==> config.mk <==
export PLATFORM = sky130hd
export DESIGN_NAME = xbox_dmem_arb
export DESIGN_NICKNAME = d
export VERILOG_FILES = /design/src/rtl/xbox_arb_pkg.sv /design/src/rtl/rr_pick.sv /design/src/rtl/xbox_dmem_arb.sv
export SDC_FILE = /design/constraint.sdc
export NUM_CORES = 1
export LEC_CHECK = 0
export ABC_AREA = 1
export CORE_AREA = 2 2 142 144
export CTS_CLUSTER_SIZE = 8
export DETAILED_ROUTE_END_ITERATION = 16
export DIE_AREA = 0 0 144 146
export PLACE_DENSITY = 0.55
export SLEW_MARGIN = 5
export SYNTH_ARGS = -nofsm -noshare
export SYNTH_HDL_FRONTEND = slang
export SYNTH_SLANG_ARGS = --single-unit
==> constraint.sdc <==
create_clock -name clk -period 3.01 [get_ports clk]
set_clock_uncertainty 0.05 [all_clocks]
set_input_delay 0.7525 -clock clk [delete_from_list [all_inputs] [get_ports clk]]
set_output_delay 0.7525 -clock clk [all_outputs]
set_load 0.02 [all_outputs]
==> src/rtl/xbox_arb_pkg.sv <==
// Shared types and constants for the TCM dmem arbiter.
package xbox_arb_pkg;

  typedef enum logic {
    IDLE = 1'b0,
    BUSY = 1'b1
  } arb_state_e;

  localparam logic [31:0] DEAD_DATA  = 32'hDEADBEEF;
  // default ADDR_W for the dmem word address
  localparam int          DEF_ADDR_W = 19;

endpackage

==> src/rtl/rr_pick.sv <==
// Combinational winner picker: first requesting index at/after ptr (or from 0 when fixed).
module rr_pick #(
  parameter int NUM_REQ = 4
) (
  input  logic [NUM_REQ-1:0]         req,
  input  logic [$clog2(NUM_REQ)-1:0] ptr,
  input  logic                       fixed,
  output logic                       valid,
  output logic [$clog2(NUM_REQ)-1:0] idx
);

  localparam int IW = $clog2(NUM_REQ);

  logic [IW-1:0] base;
  logic [IW-1:0] j;

  assign base = fixed ? '0 : ptr;

  // Scan from the far end so the nearest requester to base is written last.
  always_comb begin
    valid = 1'b0;
    idx   = '0;
    j     = '0;
    for (int k = NUM_REQ - 1; k >= 0; k--) begin
      j = IW'((int'(base) + k) % NUM_REQ);
      if (req[j]) begin
        valid = 1'b1;
        idx   = j;
      end
    end
  end

endmodule

==> src/rtl/xbox_dmem_arb.sv <==
// N-way arbiter in front of the TCM dmem port: one transaction in flight, timeout abort, sticky errors.
module xbox_dmem_arb
  import xbox_arb_pkg::*;
#(
  parameter int NUM_REQ = 4,
  parameter int ADDR_W  = DEF_ADDR_W,
  parameter int TIMEOUT = 255
) (
  input  logic                        clk,
  input  logic                        rst,

  input  logic [NUM_REQ-1:0]          req_rvalid,
  input  logic [NUM_REQ-1:0]          req_wvalid,
  input  logic [NUM_REQ*ADDR_W-1:0]   req_addr,
  input  logic [NUM_REQ*32-1:0]       req_wdata,
  input  logic [NUM_REQ*4-1:0]        req_wbe,
  output logic [NUM_REQ-1:0]          req_rready,
  output logic [NUM_REQ-1:0]          req_wready,
  output logic [31:0]                 req_rdata,

  output logic                        xbox_dmem_rvalid,
  output logic                        xbox_dmem_wvalid,
  output logic [ADDR_W-1:0]           xbox_dmem_addr,
  output logic [31:0]                 xbox_dmem_wdata,
  output logic [3:0]                  xbox_dmem_wbe,
  input  logic                        xbox_dmem_rready,
  input  logic                        xbox_dmem_wready,
  input  logic [31:0]                 xbox_dmem_rdata,

  input  logic                        prio_mode,
  input  logic                        err_clr,
  output logic                        busy,
  output logic [$clog2(NUM_REQ)-1:0]  gnt_id,
  output logic                        timeout_err,
  output logic                        proto_err
);

  localparam int IW = $clog2(NUM_REQ);
  localparam int CW = $clog2(TIMEOUT + 1);

  arb_state_e    state_q, state_d;
  logic [IW-1:0] gnt_q, rr_ptr_q, gnt_nxt;
  logic [CW-1:0] cnt_q;
  logic          init_q;
  logic          terr_q, perr_q;

  logic          pick_valid;
  logic [IW-1:0] pick_idx;
  logic          active, grant;
  logic          g_rv, g_wv, g_any;
  logic          g_done, g_abort, g_drop, g_dual;

  rr_pick #(.NUM_REQ(NUM_REQ)) u_pick (
    .req   (req_rvalid | req_wvalid),
    .ptr   (rr_ptr_q),
    .fixed (prio_mode),
    .valid (pick_valid),
    .idx   (pick_idx)
  );

  // Reset gates the live datapath immediately so no ready leaks out of an abandoned transaction.
  assign active  = (state_q == BUSY) && !rst;
  assign g_rv    = req_rvalid[gnt_q];
  assign g_wv    = req_wvalid[gnt_q];
  assign g_any   = g_rv | g_wv;
  assign g_drop  = active && !g_any;
  assign g_done  = active && (g_wv ? xbox_dmem_wready : (g_rv && xbox_dmem_rready));
  assign g_abort = active && g_any && !g_done && (cnt_q == CW'(TIMEOUT));
  assign g_dual  = active && g_rv && g_wv;
  // init_q holds off the first grant for one edge after reset releases.
  assign grant   = (state_q == IDLE) && !init_q && pick_valid;
  assign gnt_nxt = (int'(gnt_q) == NUM_REQ - 1) ? '0 : gnt_q + 1'b1;

  always_ff @(posedge clk) begin
    if (rst) state_q <= IDLE;
    else     state_q <= state_d;
  end

  always_comb begin
    state_d = state_q;
    case (state_q)
      IDLE:    if (grant) state_d = BUSY;
      BUSY:    if (g_drop || g_done || g_abort) state_d = IDLE;
      default: state_d = IDLE;
    endcase
  end

  always_comb begin
    req_rready       = '0;
    req_wready       = '0;
    req_rdata        = '0;
    xbox_dmem_rvalid = 1'b0;
    xbox_dmem_wvalid = 1'b0;
    xbox_dmem_addr   = '0;
    xbox_dmem_wdata  = '0;
    xbox_dmem_wbe    = '0;
    if (active && g_any) begin
      xbox_dmem_addr  = req_addr[int'(gnt_q)*ADDR_W +: ADDR_W];
      xbox_dmem_wdata = req_wdata[int'(gnt_q)*32 +: 32];
      xbox_dmem_wbe   = req_wbe[int'(gnt_q)*4 +: 4];
      req_rdata       = xbox_dmem_rdata;
      // A simultaneous read+write request is served as a write only.
      if (g_wv) begin
        xbox_dmem_wvalid  = 1'b1;
        req_wready[gnt_q] = xbox_dmem_wready | g_abort;
      end else begin
        xbox_dmem_rvalid  = 1'b1;
        req_rready[gnt_q] = xbox_dmem_rready | g_abort;
        if (g_abort) req_rdata = DEAD_DATA;
      end
    end
  end

  always_ff @(posedge clk) begin
    if (rst) begin
      gnt_q    <= '0;
      rr_ptr_q <= '0;
      cnt_q    <= '0;
      init_q   <= 1'b1;
      terr_q   <= 1'b0;
      perr_q   <= 1'b0;
    end else begin
      init_q <= 1'b0;
      if (grant) begin
        gnt_q <= pick_idx;
        cnt_q <= '0;
      end else if (active && !(g_done || g_abort || g_drop)) begin
        cnt_q <= cnt_q + 1'b1;
      end
      if (g_done || g_abort) rr_ptr_q <= gnt_nxt;
      // Error set beats a same-cycle clear.
      if (g_abort)               terr_q <= 1'b1;
      else if (err_clr)          terr_q <= 1'b0;
      if (g_dual || g_drop)      perr_q <= 1'b1;
      else if (err_clr)          perr_q <= 1'b0;
    end
  end

  assign busy        = active;
  assign gnt_id      = gnt_q;
  assign timeout_err = terr_q;
  assign proto_err   = perr_q;

endmodule

==> results.md, run 1 <==
- Root buffer selected by CTS: clkbuf_16
- Status: completed
- Post-Syn Area: roughly 3400 um2
- Yosys reg bits: 16
- Overflow left after global routing: 0
- Final nets: 1,377
- Crit-path max FO: 1
- Met1 WL: 8150 um
- Design Power: 1.32 mW
- RSZ-0062 raised after global routing: no
- Share of layout cells above drive strength 1: about 14%
- Most frequent CP cell: nor2_1
- Setup tns final: 0 ns
- Slew headroom: 70.6%
- Place WS: -0.807 ns
- Finished Core Util: around 40%
- Routed wire per std cell: around 15 um
- Syn Area/Cell: between 4 and 5 um2
- Sequential share of the synthesized area: 9.39%
- Tightest Pin Transition: 0.436 ns
- Peak VDD IR: 0.000241 V
- IO Count: 368
- Fmax: 338 MHz
- CP max stage cell: clkdlybuf4s50_1
- Final ANT Viol Nets: 0
- Worst hold slack: 0.421 ns
- Die height: 146 um
- Fin crit period: 2.96 ns
- Top Metal Used: met5
- DIE AREA: around 21,000 um2
- Cell family with most CP delay: buffers and inverters
- Drt first pass iters: 5
- Placed Instances: about 1,400
- CP cell instances: clkdlybuf4s50_1, nor2_1, nor2_1, o21ai_0, buf_4, a21oi_1, clkdlybuf4s15_1
- Synth Instances: 726
- Final hold viol count: 0
- CTS max path bufs: 2
- Core Rows: around 50
- Initial core utilization: between 15 and 20%
- Largest net degree at the start of global routing: 82
- Antenna cells: 0
- Via Count: 5,925
- CTS tree: built
- Post-Syn Nets: 997
- Fin cells: 1,370
- DRC violations left: 0
- Routed wl met2: 10,900 um
- Pwr per Cell Area: 172 nW/um2
- Dpl hpwl: 17,100 um
- Final worst setup slack: 0.0528 ns
- First-pass GRT wire length: slightly above 30,000 um
- Gr usage total: between 10% and 20%
- Crit path DAT: 2.15 ns
- Worst-path clk slew: 0.05 ns
- Design area: 7700 um2
- YS warnings: 0
- Hold WC Path Type: reg2reg
- Pleak: 3.59 nW
- Period utilisation layout: 98.2%
- Routability cong.: between 0.8 and 0.9
- Initial antenna violation count: 2
- Via density per instance: 4.32
- Port Buf Inserts: between 300 and 400
- # H-tree levels: 1
- Core Box Area: 19,300 um2
- Crit path largest cell delay: roughly 0.45 ns
- Area growth, synth to finish: 126%
- Met3 wire length: 1550 um
- DR iter-0 viols: between 200 and 300
- Netlist cell types: 24
- Cell Area, Placed: ~7600 um2
- Number of global-route vias before repair: 5,429
- Fin. max-slew vios: 0
- # Max-Cap Violations: 0
- CTS Buf Count: 3
- Worst path bufs/invs: 3
- Nature of the critical path endpoint: output port
- Skew-Pair Late Insertion Delay: 0.25 ns
- Critical Path RT: 2.21 ns
- CP Class: in2out
- Final setup viols: 0
- Die Span X: 144 um
- CP Launch Type: primary input
- Final wirelength: 21,000 um
- Sink Count: 16
[synth_stat cells]
master / instances / area (um2)
nor2_1: 263 / 987
nand2_1: 134 / 503
o21ai_0: 119 / 596
a21oi_1: 64 / 320
inv_1: 31 / 116
clkbuf_1: 30 / 113
nand3_1: 24 / 120
dfxtp_1: 16 / 320
buf_2: 12 / 60.1
ha_1: 5 / 62.6
inv_2: 4 / 15.0
nand2_2: 4 / 25.0
xor2_1: 4 / 35.0
buf_1: 3 / 11.3
buf_6: 3 / 33.8
nand3_2: 2 / 20.0
a21oi_2: 1 / 8.76
inv_4: 1 / 6.26
nand3b_1: 1 / 7.51
nand4_1: 1 / 6.26
nand4_2: 1 / 12.5
nor2_2: 1 / 6.26
nor3_4: 1 / 16.3
xnor2_1: 1 / 8.76
[power breakdown]
| group | total, mW | switching [mW] | internal [mW] | leakage [nW] |
|---|---|---|---|---|
| combinational | 0.832 | 0.354 | 0.478 | 3.43 |
| clock | 0.266 | 0.0867 | 0.180 | 0.0382 |
| sequential | 0.221 | 0.00478 | 0.217 | 0.131 |
[registers in the layout, summed over array words and instances, names as in the netlist]
signal       flops
cnt_q            8
gnt_id           2
rr_ptr_q         2
init_q           1
proto_err        1
state_q          1
timeout_err      1
[repair_timing]
action	in CTS	in global routing
setup buffers	5	1
gates resized for setup	288	26
pin swaps	15	7
gates cloned	2	0
setup endpoints to repair	97	70
hold buffers	0	0
[logic make-up after synthesis]
kind of cell	Yosys count	share of synthesized area [%]
xor gates and xnor gates	5	1.28
AOI/OAI and AO/OA	184	27.1
and+or+nand+nor	432	50.0
DFF	16	9.39
adders and majority gates	5	1.83
buffers and inverters	84	10.4
[worst register-to-register path, stage by stage (launching register included)]
cell	delay, ns
dfxtp_4	0.39
inv_4	0.11
nand2_1	0.09
nand3_4	0.10
nand2_4	0.08
nand2_4	0.10
nand2_8	0.07
buf_4	0.14
buf_4	0.15
nor2_2	0.26
nand2_1	0.16
nand2_1	0.08
nand2_1	0.05
nor2_1	0.07
[path summary, 6_finish.rpt]
path	start	to	slack, ns	cells after the start
worst max-delay path	req_wbe[11]	xbox_dmem_wbe[3]	0.05	7
worst min-delay path	proto_err$_SDFFE_PP0P_	proto_err$_SDFFE_PP0P_	0.42	2
worst max register to register	gnt_id[0]$_SDFFE_PP0P_	cnt_q[1]$_SDFFE_PP0P_	1.05	13
worst min register to register	proto_err$_SDFFE_PP0P_	proto_err$_SDFFE_PP0P_	0.42	2
[layout by cell type, fill, tap and decap left out, types with 2 or more instances in the layout]
cell type and n:
nand3_2 3, clkdlybuf4s15_1 9, nand2_1 123, nor2_2 3, clkbuf_16 3, a21oi_1 64, nand2_4 3, clkdlybuf4s50_1 259
nand3_1 22, clkinvlp_4 2, nor2_4 2, buf_2 31, buf_6 9, dlymetal6s2s_1 2, inv_1 29, nor2_1 259
inv_4 3, dfxtp_1 14, nand2_2 11, buf_4 57, clkdlybuf4s15_2 6, dlygate4sd2_1 37, ha_1 5, o21ai_0 119
inv_2 4, xor2_1 4, clkbuf_2 2, buf_12 9
[metal layers]
layer  up-vias  global-route usage, %
li1       3082                      -
met2       224                   35.1
met4         4                   3.82
met5         -                      0
met3        20                   4.08
met1      2595                   21.0
[final cells by class]
cell class	count	area, um2
Timing Repair Buffer	421	3970
Fill cell	2121	11600
Multi-Input combinational cell	626	2830
Sequential cell	16	325
Inverter	36	143
Timing Repair inverter	2	15.0
Clock buffer	4	78.8
Tap cell	265	332
No activity file was read; power rests on OpenSTA's default activity.
==> run 2: changes to the inputs <==
--- a/config.mk
+++ b/config.mk
@@ -6,11 +6,12 @@
 export NUM_CORES = 1
 export LEC_CHECK = 0
 export ABC_AREA = 1
-export CORE_AREA = 2 2 142 144
+export CORE_AREA = 2 2 141 143
 export CTS_CLUSTER_SIZE = 8
 export DETAILED_ROUTE_END_ITERATION = 16
-export DIE_AREA = 0 0 144 146
+export DIE_AREA = 0 0 143 145
 export PLACE_DENSITY = 0.55
+export SKIP_CTS_REPAIR_TIMING = 1
 export SLEW_MARGIN = 5
 export SYNTH_ARGS = -nofsm -noshare
 export SYNTH_HDL_FRONTEND = slang
==> constraint.sdc (replaced) <==
create_clock -name clk -period 3.4 [get_ports clk]
set_clock_uncertainty 0.05 [all_clocks]
set_input_delay 0.85 -clock clk [delete_from_list [all_inputs] [get_ports clk]]
set_output_delay 0.85 -clock clk [all_outputs]
set_load 0.02 [all_outputs]
==> run 2 against run 1 <==
Compared with the run above:
- via count about the same
- setup slack improved by 0.034 ns
- first-iteration DRC count decreased by 18%
- core utilization increased by 0.73 points
- sequential share of layout area about the same
- sequential cell count unchanged
- clock power decreased by 3%
- global-route usage increased by 0.37 points
- power decreased by 11%
- non-clock buffer count decreased by 11
- routed wire length increased by 2.2%
- register-to-register slack improved by 0.41 ns
==> results.md, run 2 (synthesis gave the netlist of run 1 again) <==
- Sink Count: 16
- Most common cell after layout, fill and taps aside: clkdlybuf4s50_1
- Die height: roughly 150 um
- Share of layout cells above drive strength 1: 11.2%
- Port Buf Inserts: 367
- Fillers: about 2,200
- Placed Instances: 1,351
- Tightest Pin Transition: 0.629 ns
- Register Area: 325 um2
- Overflow left after global routing: 0
- # H-tree levels: 1
- Min-delay src: proto_err$_SDFFE_PP0P_
- Final nets: ~1,400
- Root buffer selected by CTS: clkbuf_16
- Worst hold slack: 0.419 ns
- Status: completed
- Pleak: around 4.4 nW
- IO Count: around 370
- CP Launch Type: primary input
- Worst path bufs/invs: 5
- Core Box Area: 19,200 um2
- Core Rows: 51
- # Max-Cap Violations: 0
- Cell family with most CP delay: buffers and inverters
- DRC violations left: 0
- Reg2reg start: gnt_id[0]$_SDFFE_PP0P_
- CP cell instances: clkdlybuf4s50_1, nor2_4, nand2_4, buf_4, nor3_4, buf_6, inv_4, nand2_1, clkbuf_2
- Place WS: -0.557 ns
- Number of global-route vias before repair: 5,403
- CP max stage cell: clkdlybuf4s50_1
- Via Count: 5,929
- Slew headroom: 57.6%
- Crit path largest cell delay: 0.46 ns
- Fmax: 302 MHz
- CTS max path bufs: 2
- Crit. Startpoint: rst
- Dpl hpwl: about 17,000 um
- Hold WC Path Type: reg2reg
- DIE AREA: between 20,000 and 25,000 um2
- Pwr per Cell Area: 152 nW/um2
- Period utilisation layout: a little under 100%
- Final hold viol count: 0
- Initial core utilization: 17.8%
- Drt first pass iters: 5
- CP Class: in2out
- Crit path DAT: 2.41 ns
- Routability cong.: 0.890
- CTS Buf Count: 3
- Critical Path RT: 2.50 ns
- Largest net degree at the start of global routing: 89
- Largest Register: cnt_q
- Final setup viols: 0
- Initial antenna violation count: 4
- CTS tree: built
- Final ANT Viol Nets: 0
- Die Span X: 143 um
- Peak VDD IR: approximately 0.00018 V
- DR iter-0 viols: 226
- Most frequent cells in the layout: 262 x clkdlybuf4s50_1, 258 x nor2_1, 131 x nand2_1, 119 x o21ai_0, 63 x dlymetal6s2s_1
- Fin cells: 1,361
- Number of flip-flops in the largest register: 8
- Gr usage total: about a fifth
- Multi-input logic area: 2810 um2
- Nature of the critical path endpoint: output port
- Final wirelength: 21,400 um
- Via density per instance: 4.36
- Final worst setup slack: between 0.08 and 0.09 ns
- First-pass GRT wire length: between 30,000 and 40,000 um
- Finished Core Util: 40.5%
- Area growth, synth to finish: 128%
- Routed wire per std cell: 15.7 um
- Fin. max-slew vios: 0
- Skew-Pair Late Insertion Delay: roughly 0.25 ns
- Worst-path clk slew: roughly 0.05 ns
- Crit-path max FO: 12
- Fin crit period: 3.31 ns
run 2: path summary, 6_finish.rpt:
path              slack [ns]  cells after the start                endpoint
setup reg to reg        1.46                     11   cnt_q[1]$_SDFFE_PP0P_
hold / removal          0.42                      2  proto_err$_SDFFE_PP0P_
hold reg to reg         0.42                      2  proto_err$_SDFFE_PP0P_
setup / recovery        0.09                      9            req_rdata[3]
run 2: stage by stage:
stage,setup TNS [ns],cell area [um2],power [mW]
finish,0,7790,1.18
global route,-0.172,7790,1.26
CTS,-35.35,7640,1.19
detailed placement,-34.75,7550,0.933
global placement,-34.36,7550,0.933
floorplan,0,3410,0.460
run 2: routing by layer:
layer | vias to the layer above | wire length (um) | global-route usage [%]
met5 | - | 0 | 0
met4 | 0 | 433 | 5.25
met3 | 18 | 1820 | 4.59
met2 | 245 | 10700 | 33.7
met1 | 2609 | 8480 | 22.4
li1 | 3057 | - | -
run 2: where the power goes:
part,internal (mW),leakage [nW],switching (mW)
Sequential,0.192,0.131,0.00507
Clock,0.179,0.0442,0.0784
Combinational,0.417,4.18,0.309
Total,0.787,4.35,0.393
run 2: final cells by class:
class,instances,share of cell area [%]
Antenna cell,3,0.0964
Sequential cell,16,4.18
Timing Repair inverter,1,0.0803
Inverter,36,1.83
Multi-Input combinational cell,626,36.1
Clock buffer,4,1.14
Tap cell,265,4.26
Timing Repair Buffer,410,52.3
run 2: worst min-delay path, stage by stage, from the launching register on:
cell     delay, ns
dfxtp_1       0.30
nand3_1       0.08
nand2_1       0.05
